### config.mk
export PLATFORM = sky130hd
export DESIGN_NAME = down_counter_timer
export DESIGN_NICKNAME = d
export VERILOG_FILES = /design/src/rtl/down_counter_timer.sv
export SDC_FILE = /design/constraint.sdc
export NUM_CORES = 1
export LEC_CHECK = 0
export BUFFER_PORTS_ARGS = -buffer_cell sky130_fd_sc_hd__buf_4
export CAP_MARGIN = 30
export CORE_AREA = 2 2 39 41
export CTS_CLUSTER_SIZE = 28
export DETAILED_ROUTE_END_ITERATION = 7
export DIE_AREA = 0 0 41 43
export HOLD_SLACK_MARGIN = 0.03
export PLACE_DENSITY = 0.73
export REMOVE_ABC_BUFFERS = 1
export SYNTH_ARGS = -nofsm -noshare
export SYNTH_HDL_FRONTEND = slang
export SYNTH_SLANG_ARGS = --single-unit
### constraint.sdc
create_clock -name clock -period 2.79 [get_ports clock]
set_clock_uncertainty 0.1 [all_clocks]
set_input_delay 0.558 -clock clock [delete_from_list [all_inputs] [get_ports clock]]
set_output_delay 0.558 -clock clock [all_outputs]
set_load 0.05 [all_outputs]
### src/rtl/down_counter_timer.sv
// Loadable down-counter/timer with terminal-count strobe, one-shot or auto-reload.
// A load always wins over counting; terminal count is the transition out of 1.
module down_counter_timer #(
  parameter int WIDTH = 4
) (
  input  logic             clock,
  input  logic             reset,
  input  logic             enable,
  input  logic             load,
  input  logic [WIDTH-1:0] load_value,
  input  logic             auto_reload,
  output logic [WIDTH-1:0] counter_out,
  output logic             tc_pulse,
  output logic             busy,
  output logic             expired
);

  typedef enum logic [1:0] {IDLE, COUNT, EXPIRED} state_t;

  localparam logic [WIDTH-1:0] ONE = WIDTH'(1);

  state_t           state_q, state_d;
  logic [WIDTH-1:0] cnt_q, cnt_d;
  logic [WIDTH-1:0] reload_q, reload_d;
  logic             tc_q, tc_d;

  always_ff @(posedge clock or negedge reset) begin
    if (!reset) begin
      state_q  <= IDLE;
      cnt_q    <= '0;
      reload_q <= '0;
      tc_q     <= 1'b0;
    end else begin
      state_q  <= state_d;
      cnt_q    <= cnt_d;
      reload_q <= reload_d;
      tc_q     <= tc_d;
    end
  end

  always_comb begin
    state_d  = state_q;
    cnt_d    = cnt_q;
    reload_d = reload_q;
    tc_d     = 1'b0;
    if (load) begin
      // A zero load parks the timer instead of producing an instant terminal event.
      cnt_d    = load_value;
      reload_d = load_value;
      state_d  = (load_value != '0) ? COUNT : IDLE;
    end else begin
      unique case (state_q)
        IDLE: begin
        end
        COUNT: begin
          if (enable) begin
            if (cnt_q == ONE) begin
              tc_d = 1'b1;
              if (auto_reload) begin
                cnt_d = reload_q;
              end else begin
                cnt_d   = '0;
                state_d = EXPIRED;
              end
            end else begin
              cnt_d = cnt_q - ONE;
            end
          end
        end
        EXPIRED: cnt_d = '0;
        default: state_d = IDLE;
      endcase
    end
  end

  assign counter_out = cnt_q;
  assign tc_pulse    = tc_q;
  assign busy        = (state_q == COUNT);
  assign expired     = (state_q == EXPIRED);

endmodule

==> implementation parameters <==
Parameter                              Value

Drt
  Drc violations    0
  Detailed-route via count    540
  Pre-Repair DR Iteration Count    4
  Post-Route WL    1285 um
  Average wire per cell in the routed design    13.11 um
  Via/cell ratio    5.510
  Count of routing violations after the opening detailed-route iteration    12
  Post-route antenna net violation count    0

Clock network
  Post-CTS Resized    0
  Clock Sink Count    11
  Clk Latency, worst-skew pair    280 ps
  Clock-pin slew on the worst setup and hold paths    70 ps
  Number of buffers inserted during clock tree synthesis    3
  Clk Tree Root Cell    sky130_fd_sc_hd__clkbuf_4
  Clock tree from TritonCTS    yes
  Longest Clk Path Bufs    2
  Number of buffers inserted to repair setup after CTS    0
  CTS H-Tree Depth    1

Setup path
  Critical path endpoint    counter_out[2]
  Crit path largest cell delay    410 ps
  Cell at the slowest stage of the critical path    sky130_fd_sc_hd__dfrtp_1
  Dominant delay contributor by cell family on the critical path    compound AO/OA/AOI/OAI gates
  Crit start category    flop
  Worst path cell trace    inv_1 -> ha_1 -> nor3b_4 -> a21boi_0 -> a2111oi_0 -> o32a_2
  Number of buffer and inverter stages on the critical path    1
  Destination of the worst register-to-register timing path    counter_out[2]
  Worst path required time    2850 ps
  Logic depth of the worst register-to-register path    6
  R2r setup slk    880 ps
  Class of the most critical setup path    flop to flop
  Maximum fanout along the worst path    8
  Data arrival, critical path    1970 ps
  Worst setup path startpoint    counter_out[1]
  Stages on worst setup path    6
  Worst Setup End Kind    flop
  FF-to-FF Start    counter_out[1]

Pwr
  Proportion of power drawn by flip-flops and latches    40.6%
  Proportion of power drawn by combinational gates    36.6%
  Switching Fraction    38.76%
  Pwr/cell area    632.0 nW/um2
  Total power    0.5030 mW
  Static power due to leakage    0.3705 nW
  Switching power of the nets    0.1949 mW
  Clk pwr share    22.8%
  Internal cell power    0.3080 mW
  Worst-case vdd ir drop    0.3063 mV

Placed design
  Place WS    907.5 ps
  Final estimated routing congestion in global placement    0.7664
  Total instance count after detailed placement    93
  Number of buffer cells added on primary ports    15
  Detailed placer's ending HPWL    980.4 um
  Placed cell area    759.5 um2

Timing
  Share of the clock period used by the worst path    68.48%
  Setup TNS    0 ps
  Slew at the pin closest to its max-slew limit    386.4 ps
  Total count of hold-check failures in the final report    0
  Achievable Freq    523.4 MHz
  Post-route minimum period    1911 ps
  Relative slew slack    73.57%
  Final count of pins violating max slew    0
  Slack of the critical path    879.4 ps
  Setup Viol. Count Final    0
  Setup repair after global routing missed its margin    false

Global routing
  Global route overflow    0
  Wire length of the first global-routing pass    2159 um
  Overall Global Routing Usage    18.57%
  Antenna violations before repair    0
  Via count of the first global-routing pass    510
  Pin count of the biggest net entering global routing    18

Floorplan
  Area of the core    1384 um2
  Die Footprint    1763 um2
  Effective utilization at floorplan    45.75%
  # IOs    16
  Row count    14
  Horizontal die dimension    41 um
  Floorplan die height    43 um

Logic synthesis
  Cell type contributing the most total cell area after synthesis    sky130_fd_sc_hd__dfrtp_1
  Netlist Area Pre-Place    633.1 um2
  Top-area cell type share of the netlist area    43.48%
  Yosys Warn Count    0
  Synth area leaders    sky130_fd_sc_hd__dfrtp_1 (43%), sky130_fd_sc_hd__inv_1 (5.3%), sky130_fd_sc_hd__a2111oi_0 (4.2%)
  Post-Syn Area per Cell    9.892 um2
  Gate Count Post-Synth    64
  Number of flip-flops and latches in the synthesized netlist    11
  Post-synth cell types    27
  Share of synthesized area occupied by flip-flops and latches    43.48%

Layout
  Final non-filler cell total    98
  Final #Nets    94
  Proportion of layout cells with a drive suffix above 1    34.15%
  Syn-to-layout area delta    25.69%
  Finished layout cell area    795.8 um2
  Antenna Diode Count    0

Hold path
  Min-delay worst type    input pin to flop

Run
  Reported max-cap violation count    0

Status
  Outcome    completed
==> cell families after synthesis <==
group	after synthesis	share of synthesized area, %
multiplexers	2	3.557
flip-flops	11	43.48
AO/OA/AOI/OAI	21	26.28
AND/OR/NAND/NOR	16	15.22
buffers and inverters	12	7.509
adder cells (fa/ha/maj)	2	3.952
==> registers in the layout, indices dropped and copies added, names as in the netlist <==
| register | cells |
|---|---|
| tc_pulse | 1 |
| counter_out | 4 |
| reload_q | 4 |
| state_q | 2 |
==> how the worst min path moves through the flow <==
stage / depth (start not counted) / end / startpoint / slack, ps
global route: 3 / state_q[0] / load_value[3] / 420
CTS: 3 / state_q[0] / load_value[3] / 390
finish: 3 / state_q[0] / load_value[3] / 390
detailed placement: 1 / tc_pulse / reset / 300
global placement: 1 / tc_pulse / reset / 300
floorplan: 0 / counter_out[0] / reset / 160
==> metrics by stage <==
stage	hold WS, ps	utilization [%]
2_1_floorplan	162.4	-
3_3_place_gp	299.8	54.88
3_5_place_dp	300.5	54.88
4_1_cts	388.7	57.50
5_1_grt	420.8	57.50
6_report	388.9	57.50
==> power groups by stage <==
stage / registers [mW] / logic [mW] / clock network (mW)
after floorplan: 0.252 / 0.0786 / 0
after global placement: 0.207 / 0.181 / 0
after detailed placement: 0.208 / 0.184 / 0
after CTS: 0.205 / 0.186 / 0.118
after global routing: 0.210 / 0.201 / 0.125
final: 0.204 / 0.184 / 0.114
==> final cells by class <==
| type | count | area (um2) |
|---|---|---|
| clock buffer | 4 | 26.28 |
| tap | 16 | 20.02 |
| timing repair buffer | 17 | 130.1 |
| multi-input combinational | 41 | 310.3 |
| fill | 121 | 588.1 |
| inverter | 9 | 33.78 |
| sequential | 11 | 275.3 |
==> placed cells by master (no fill, tap or decap), types with 2 or more instances in the layout <==
cell type | Yosys | layout
sky130_fd_sc_hd__buf_4 | 0 | 16
sky130_fd_sc_hd__dfrtp_1 | 11 | 11
sky130_fd_sc_hd__inv_1 | 9 | 9
sky130_fd_sc_hd__nand2_1 | 6 | 6
sky130_fd_sc_hd__a21oi_1 | 5 | 5
sky130_fd_sc_hd__o21ai_0 | 4 | 4
sky130_fd_sc_hd__a2111oi_0 | 3 | 3
sky130_fd_sc_hd__clkbuf_4 | 0 | 3
sky130_fd_sc_hd__nor2_1 | 2 | 2
sky130_fd_sc_hd__o22ai_1 | 2 | 2
sky130_fd_sc_hd__mux2_2 | 2 | 2
sky130_fd_sc_hd__ha_1 | 2 | 2
==> worst min-delay path: cells and delay by family <==
kind,cells,cell delay [ps]
and+or+nand+nor,1,40
buffers and inverters,1,80
AOI/OAI and AO/OA,1,50
==> routing by layer <==
layer | share of wire, % | up-vias | track usage, %
met5 | 0 | - | 0
met4 | 3.5 | 0 | 12.67
met3 | 4.8 | 5 | 4.188
met2 | 46 | 19 | 24.38
met1 | 45 | 252 | 26.10
li1 | - | 264 | -
==> Yosys cell counts <==
cell and instances:
sky130_fd_sc_hd__a2111oi_0 3, sky130_fd_sc_hd__a2111oi_2 1, sky130_fd_sc_hd__a211oi_4 1, sky130_fd_sc_hd__a21boi_0 1
sky130_fd_sc_hd__a21oi_1 5, sky130_fd_sc_hd__a221o_1 1, sky130_fd_sc_hd__buf_1 1, sky130_fd_sc_hd__buf_2 2
sky130_fd_sc_hd__dfrtp_1 11, sky130_fd_sc_hd__ha_1 2, sky130_fd_sc_hd__inv_1 9, sky130_fd_sc_hd__mux2_2 2
sky130_fd_sc_hd__nand2_1 6, sky130_fd_sc_hd__nand2b_1 1, sky130_fd_sc_hd__nand3_1 1, sky130_fd_sc_hd__nand3_2 1
sky130_fd_sc_hd__nor2_1 2, sky130_fd_sc_hd__nor2b_1 1, sky130_fd_sc_hd__nor3_1 1, sky130_fd_sc_hd__nor3b_4 1
sky130_fd_sc_hd__nor4b_1 1, sky130_fd_sc_hd__o21ai_0 4, sky130_fd_sc_hd__o22ai_1 2, sky130_fd_sc_hd__o31a_2 1
sky130_fd_sc_hd__o32a_2 1, sky130_fd_sc_hd__o41ai_1 1, sky130_fd_sc_hd__or2_2 1
==> timing repair <==
action                     CTS  global route
setup endpoints to repair    0             0
hold endpoints to repair    11             0
hold buffers                 1             0
(Power assumes the default switching activity.)
